`src/rtl/alu_pkg.sv`:
```
// Shared definitions for the two-requester ALU front end.
// Holds the opcode encoding, the data width and the request payload struct.
package alu_pkg;

  localparam int DATA_W = 8;

  typedef enum logic [2:0] {
    OP_ADD = 3'b000,
    OP_SUB = 3'b001,
    OP_SLL = 3'b010,
    OP_LSR = 3'b011,
    OP_AND = 3'b100,
    OP_OR  = 3'b101,
    OP_XOR = 3'b110,
    OP_EQL = 3'b111
  } alu_op_e;

  typedef struct packed {
    logic [DATA_W-1:0] a;
    logic [DATA_W-1:0] b;
    alu_op_e           op;
  } req_t;

  typedef enum logic [1:0] {
    ST_IDLE = 2'd0,
    ST_EXEC = 2'd1,
    ST_RESP = 2'd2
  } state_t;

endpackage

```
`src/rtl/alu_core.sv`:
```
// Purely combinational 8-bit ALU.
// Ports:
//   a, b   : operands
//   op     : opcode (alu_op_e)
//   result : ADD/SUB wrap mod 256, shifts use b[2:0] with zero fill,
//            EQL yields 8'h01 on equality else 8'h00
module alu_core
  import alu_pkg::*;
(
  input  logic [DATA_W-1:0] a,
  input  logic [DATA_W-1:0] b,
  input  alu_op_e           op,
  output logic [DATA_W-1:0] result
);

  always_comb begin
    result = '0;
    case (op)
      OP_ADD:  result = a + b;
      OP_SUB:  result = a - b;
      OP_SLL:  result = a << b[2:0];
      OP_LSR:  result = a >> b[2:0];
      OP_AND:  result = a & b;
      OP_OR:   result = a | b;
      OP_XOR:  result = a ^ b;
      OP_EQL:  result = {{(DATA_W-1){1'b0}}, (a == b)};
      default: result = '0;
    endcase
  end

endmodule

```
`src/rtl/alu_arb.sv`:
```
// Two-requester round-robin front end for the shared 8-bit ALU.
// One operation in flight: IDLE (arbitrate/accept) -> EXEC (compute) ->
// RESP (present tagged result until taken).
// Handshake: a transfer happens on a rising edge where valid and ready are
// both high; a source holds valid and payload stable until that edge, and
// may drop valid beforehand. Ready never depends on the same channel's
// consumer side (req_ready_o ignores rsp_ready_i).
// Ports:
//   clk, reset             : clock, synchronous active-high reset
//   req_valid_i/req_ready_o: per-requester handshake (bit i = requester i)
//   req{0,1}_{a,b,op}_i    : request payloads
//   rsp_valid_o/rsp_ready_i: response handshake
//   rsp_id_o, rsp_data_o   : issuing requester and ALU result
//   busy_o                 : high whenever not IDLE
module alu_arb
  import alu_pkg::*;
(
  input  logic              clk,
  input  logic              reset,
  input  logic [1:0]        req_valid_i,
  output logic [1:0]        req_ready_o,
  input  logic [DATA_W-1:0] req0_a_i,
  input  logic [DATA_W-1:0] req0_b_i,
  input  logic [2:0]        req0_op_i,
  input  logic [DATA_W-1:0] req1_a_i,
  input  logic [DATA_W-1:0] req1_b_i,
  input  logic [2:0]        req1_op_i,
  output logic              rsp_valid_o,
  input  logic              rsp_ready_i,
  output logic              rsp_id_o,
  output logic [DATA_W-1:0] rsp_data_o,
  output logic              busy_o
);

  state_t            state;
  req_t              opnd;
  logic              opnd_id;
  logic              last_grant;
  logic              grant_id;
  logic              transfer;
  req_t              sel_req;
  logic [DATA_W-1:0] alu_result;

  // Arbiter: contention goes to the requester that did not win last time;
  // a lone requester wins regardless of the pointer.
  always_comb begin
    grant_id    = 1'b0;
    req_ready_o = 2'b00;
    if (state == ST_IDLE) begin
      if (req_valid_i == 2'b11) grant_id = ~last_grant;
      else                      grant_id = req_valid_i[1];
      if (|req_valid_i) req_ready_o = grant_id ? 2'b10 : 2'b01;
    end
  end

  assign transfer = |(req_valid_i & req_ready_o);

  always_comb begin
    if (grant_id) sel_req = '{a: req1_a_i, b: req1_b_i, op: alu_op_e'(req1_op_i)};
    else          sel_req = '{a: req0_a_i, b: req0_b_i, op: alu_op_e'(req0_op_i)};
  end

  alu_core u_alu_core (
    .a      (opnd.a),
    .b      (opnd.b),
    .op     (opnd.op),
    .result (alu_result)
  );

  always_ff @(posedge clk) begin
    if (reset) begin
      state      <= ST_IDLE;
      opnd       <= '0;
      opnd_id    <= 1'b0;
      last_grant <= 1'b1;  // requester 0 wins the first contention
      rsp_id_o   <= 1'b0;
      rsp_data_o <= '0;
    end else begin
      case (state)
        ST_IDLE: begin
          if (transfer) begin
            opnd       <= sel_req;
            opnd_id    <= grant_id;
            last_grant <= grant_id;
            state      <= ST_EXEC;
          end
        end
        ST_EXEC: begin
          rsp_data_o <= alu_result;
          rsp_id_o   <= opnd_id;
          state      <= ST_RESP;
        end
        ST_RESP: begin
          if (rsp_ready_i) state <= ST_IDLE;
        end
        default: state <= ST_IDLE;
      endcase
    end
  end

  assign rsp_valid_o = (state == ST_RESP);
  assign busy_o      = (state != ST_IDLE);

endmodule
```
`config.mk`:
```
export PLATFORM = sky130hd
export DESIGN_NAME = alu_arb
export DESIGN_NICKNAME = d
export VERILOG_FILES = /design/src/rtl/alu_pkg.sv /design/src/rtl/alu_core.sv /design/src/rtl/alu_arb.sv
export SDC_FILE = /design/constraint.sdc
export NUM_CORES = 1
export LEC_CHECK = 0
export ABC_AREA = 1
export CAP_MARGIN = 20
export CORE_MARGIN = 10
export CORE_UTILIZATION = 45
export CTS_BUF_LIST = sky130_fd_sc_hd__clkbuf_4
export DETAILED_ROUTE_END_ITERATION = 7
export PLACE_DENSITY = 0.71
export SLEW_MARGIN = 10
export SYNTH_ARGS = -nofsm -noshare
export SYNTH_HDL_FRONTEND = slang
export SYNTH_SLANG_ARGS = --single-unit
```
`constraint.sdc`:
```
create_clock -name clk -period 3.9 [get_ports clk]
set_input_delay 0.585 -clock clk [delete_from_list [all_inputs] [get_ports clk]]
set_output_delay 0.585 -clock clk [all_outputs]
set_load 0.05 [all_outputs]
```
# ---- Word level (Yosys, flattened, before mapping)
# Index checks and enable logic that the tools add are counted.
dict set report word_totals {
  regBits 32
  latchBits 0
  ram_bits 0
  mem_bits_ro 0
  input_bits 43
  output_inout_bits 13
  elab_cells 48
  n_memories 0
}
dict set report op_classes {
  addsub 2
  n_mul 0
  n_div 0
  n_lt_le_gt_ge 0
  n_eq_ne 13
  n_shift 2
  muxes 11
  bitwise_logic 5
  reduce_logical 7
}
# operator count
set ops {}
lappend ops {{case mux 8 bit (8 select lines)} 1}
lappend ops {{2-to-1 mux 19 bit} 1}
lappend ops {{== test 3 bit (second input constant)} 4}
lappend ops {{2-to-1 mux 2 bit} 5}
lappend ops {{adder 8 bit} 1}
lappend ops {{bitwise AND 8 bit} 1}
lappend ops {{== test 8 bit} 1}
lappend ops {{OR 8 bit} 1}
lappend ops {{left shift 8 x 3 -> 8 bit} 1}
lappend ops {{right shift 8 x 3 -> 8 bit} 1}
lappend ops {{subtractor 8 bit} 1}
lappend ops {{bitwise XOR 8 bit} 1}
lappend ops {{== test 3 x 2 -> 1 bit (second input constant)} 2}
lappend ops {{case mux 2 bit (3 select lines)} 1}
lappend ops {{== test 2 bit (second input constant)} 2}
lappend ops {{AND reduction 2 bit} 2}
lappend ops {{OR reduction 2 bit} 2}
lappend ops {{== test 3 x 1 -> 1 bit (second input constant)} 1}
lappend ops {{logical NOT 3 bit} 1}
lappend ops {{2-to-1 mux 1 bit} 3}
lappend ops {{bitwise AND 2 bit} 1}
lappend ops {{== test 2 x 1 -> 1 bit (second input constant)} 1}
lappend ops {{logical NOT 2 bit} 1}
lappend ops {{!= test 2 x 1 -> 1 bit (second input constant)} 1}
lappend ops {{other kinds (3)} 3}

# ---- Longest topological paths before layout
dict set report logic_depth {
  ltp_word 10
  mapped_depth 13
  ltp_nobuf 12
}

# ---- Hierarchy
# A second synthesis with hierarchy kept.
dict set report unflattened {
  hier_cells 534
  area_unflattened_um2 3240.6
}
# mod instances cells_per_inst area_per_inst_um2 seq_area_each_um2
set by_module_without_submodules {}
lappend by_module_without_submodules {alu_core 1 306 1630.3 0.0}
lappend by_module_without_submodules {alu_arb 1 228 1610.3 640.6}

# ---- Worst setup path before layout
# OpenSTA, ideal clock, no wires.
dict set report synth_timing {
  path_type {input-to-output}
  start {in req_valid_i[1]}
  end {out req_ready_o[0]}
  t_arrival_ns 1.624
  required_ns 3.315
  setup_slack_ns 1.691
  stages 3
  path_buffers 1
  path_cell_list {o21ai_1 clkbuf_1 nor2_1}
}
dict set report synth_via {
  elab_chain_len 6
  elab_cells_between_ends 7
  classes_between {eq/ne (1); mux (5); reduce/logical (1)}
}
# item line_no
set synth_rtl {}
lappend synth_rtl {{start, declared} alu_arb.sv:20} ;# input logic [1:0] req_valid_i,
lappend synth_rtl {{== test 2 bit} alu_arb.sv:50} ;# if (req_valid_i == 2'b11) grant_id = ~last_grant;
lappend synth_rtl {{2-to-1 mux 1 bit} alu_arb.sv:50}
lappend synth_rtl {{2-to-1 mux 1 bit} alu_arb.sv:49} ;# if (state == ST_IDLE) begin
lappend synth_rtl {{2-to-1 mux 2 bit} alu_arb.sv:52} ;# if (|req_valid_i) req_ready_o = grant_id ? 2'b10 : 2'b01;
lappend synth_rtl {{2-to-1 mux 2 bit *} alu_arb.sv:52}
lappend synth_rtl {{2-to-1 mux 2 bit *} alu_arb.sv:49}
lappend synth_rtl {{end, declared} alu_arb.sv:21} ;# output logic [1:0] req_ready_o,
# Mark *: on every way between the ends. The rest lies on a longest branch, timed or not. The select of a mux whose other input is x is not followed.

# ---- Worst setup path after layout
dict set report layout_timing {
  start {in req_valid_i[0]}
  end {out req_ready_o[0]}
}
# The elaborated chain is that of the path after synthesis.

==> impl_metrics.csv <==
group,metric,value,unit
critical_path,crit_slowest_cell,"clkdlybuf4s50_1",
logic_synthesis,yosysUniqueCellTypes,36,
floorplanning,start_util,46.1,%
sta,period_share,69.9,%
floorplanning,ios,56,
logic_synthesis,synthTopCellsByCount,"nand2_1, nor2_1, nand3_1",
placed_design,post-dp-hpwl,7.00,mm
sta,setup_viol,0,
power,p_leak,0.00161,µW
logic_synthesis,synth_ff_type,"dfxtp_1",
critical_path,path_cells,"clkdlybuf4s50_1 > a21boi_0 > nor2_1 > clkdlybuf4s50_1",
logic_synthesis,yosysSeqAreaShare,22.0,%
sta,grt_setup_unrepaired,"no",
placed_design,gp_congestion,0.975,
critical_path,critPathMaxFanout,2,
finish,antennaDiodeCount,0,
floorplanning,coreArea,0.00631,mm²
global_routing,grt_pass1_vias,3134,
critical_path,crit_family,"buffers and inverters",
finish,final_nets,608,
routing,ant_nets,0,
global_routing,grt_pass1_wl,14.7,mm
clocking,htree_levels,2,
power,pwr-share-comb,48.0,%
critical_path,crit_buf_inv,2,
global_routing,grt_start_max_net_pins,35,
routing,highest_layer,"met4",
clocking,root_buffer,"clkbuf_4",
power,vdd_ir_drop_max,0.200,mV
global_routing,antenna_found_initial,0,
clocking,ctsResizeCount,0,
logic_synthesis,synth-seq-cells,32,
clocking,clock_path_buffers,2,
sta,slew-limit-headroom,56.2,%
routing,vias,3295,
logic_synthesis,yosysTopAreaCell,"dfxtp_1",
clocking,cts_setup_buffers,0,
sta,worst_pin_slew,656,ps
logic_synthesis,syn_inst,490,
logic_synthesis,synth-edff-count,0,
logic_synthesis,synth.avg_cell_area,5.93,µm²
clocking,cts_hold_buf,0,
status,outcome,"finished, final reports clean",
routing,detail_route.wl_per_cell,14.4,µm
routing,dr.pass1.iters,5,
power,p_seq_share,35.3,%
logic_synthesis,yosysWarningCount,0,
placed_design,portBuffers,55,
flow_run,maxCapViolations,0,
finish,drive_gt1_share,4.26,%
routing,m1WireLength,4.18,mm
logic_synthesis,yosys.area.top_type_share,22.0,%
power,p_clk_share,16.7,%
floorplanning,fp.dieH,100,µm
global_routing,gr-total-overflow,0,
worst_hold_path,hp-class,"reg -> reg",
power,switching_share,45.4,%
critical_path,cp.required,3310,ps
logic_synthesis,postSynth.asyncResetShare,0,%
clocking,cts_buffers,5,
logic_synthesis,yosys.cell_count.top_type,"nand2_1",
clocking,cts_tree,"yes",
sta,period_needed,2720,ps
clocking,cts.sinks,32,
floorplanning,chipWidth,100,µm
routing,routed-wl-met3,690,µm
clocking,clk_pin_slew,100,ps
sta,hold_violations,0,
critical_path,start_kind,"input port",
routing,drc,0,
critical_path,path_common_cell,"clkdlybuf4s50_1",
floorplanning,fp-row-count,29,
logic_synthesis,synth_area_leaders,"dfxtp_1, nand2_1, nand3_1",
routing,viasPerCell,5.34,
sta,skew,20.4,ps
power,internal-power,648,µW
global_routing,grt_usage,17.5,%
critical_path,cp-end-kind,"primary output",
critical_path,critical_path_class,"in -> out",
logic_synthesis,syn_area,0.00291,mm²
power,p_switching,539,µW
power,power.total,1190,µW
critical_path,cp.arrival,2140,ps
logic_synthesis,mappedNetlistNets,559,
sta,fmax,367,MHz
floorplanning,dieArea,0.0101,mm²
critical_path,critPathMaxStageDelay,810,ps
routing,drt-total-wl,8.87,mm
power,power_density,333,mW/mm²
routing,drtIter0Drc,286,
sta,drv_slew,0,
routing,met2_length,3.71,mm
clocking,clock_latency,350,ps
finish,syn2layout_area_growth,22.5,%
sta,setup_tns,0,ps
==> cell usage in the layout, fill, tap and decap left out, types with 2 or more instances in the layout <==
master	instances
nand3_1	61
buf_4	6
fa_1	2
or2_0	2
dfxtp_1	32
nor2_2	2
o22ai_1	2
inv_2	3
nor2_1	79
o21ai_0	32
ha_1	24
nor3_1	3
nand4_1	7
clkinvlp_4	2
a21oi_1	32
nand2_1	111
clkbuf_4	5
o211ai_1	8
xnor2_1	2
clkdlybuf4s50_1	54
inv_1	55
==> final timing paths <==
check	startpoint	endpoint	slack, ps	depth (start not counted)
hold reg to reg	rsp_data_o[2]	rsp_data_o[2]	470	2
setup reg to reg	opnd[4]	rsp_data_o[2]	1500	9
setup / recovery	req_valid_i[0]	req_ready_o[0]	1180	4
hold / removal	rsp_data_o[2]	rsp_data_o[2]	470	2
==> through the flow <==
stage | cell area [µm²] | utilization (%) | hold slack (ps) | setup WS [ps] | instances
floorplan | 2910 | - | 424 | 1690 | 490
global placement | 3500 | 55.5 | 451 | 1210 | 609
detailed placement | 3500 | 55.5 | 460 | 1180 | 609
CTS | 3560 | 56.4 | 479 | 1180 | 617
global route | 3560 | 56.4 | 510 | 1100 | 617
finish | 3560 | 56.4 | 474 | 1180 | 617
==> cell type report <==
cell class              count  area, µm²
clock buffers               5       37.5
clock inverters             3       23.8
fillers                   660       2750
inverters                  60        226
multi-input cells         380       1950
flip-flops and latches     32        641
well taps                  77       96.3
repair buffers             60        586
==> routing by layer <==
metal	vias to the layer above	global-route usage [%]
li1	1683	-
met1	1445	23.3
met3	29	4.88
met2	138	25.3
met5	-	0
met4	0	8.37
==> power groups by stage <==
| stage | logic, µW | registers [µW] | clock network [µW] |
|---|---|---|---|
| after floorplan | 382 | 435 | 0 |
| after global placement | 557 | 423 | 0 |
| after detailed placement | 564 | 424 | 0 |
| after CTS | 567 | 417 | 203 |
| after global routing | 642 | 426 | 216 |
| final | 570 | 419 | 198 |
==> worst min-delay path, delay by kind of cell (launching register included) <==
kind               cells  cell delay, ps
DFF                    1             320
and+or+nand+nor        1              60
AOI/OAI and AO/OA      1              60
==> sequential cells by signal, indices dropped and copies added, names as in the netlist <==
name and flops:
rsp_data_o 8, opnd_id 1, state 2, rsp_id_o 1, opnd 19, last_grant 1
==> logic make-up (layout without fill, tap and decap cells) <==
logic type / after synthesis / count (layout) / synth area share, %
adders and majority gates: 26 / 26 / 11.7
xor gates and xnor gates: 3 / 3 / 0.904
AOI/OAI and AO/OA: 82 / 82 / 15.4
DFF: 32 / 32 / 22.0
and+or+nand+nor: 269 / 269 / 39.0
buffers and inverters: 78 / 128 / 10.9
No activity file was read; power rests on OpenSTA's default activity.
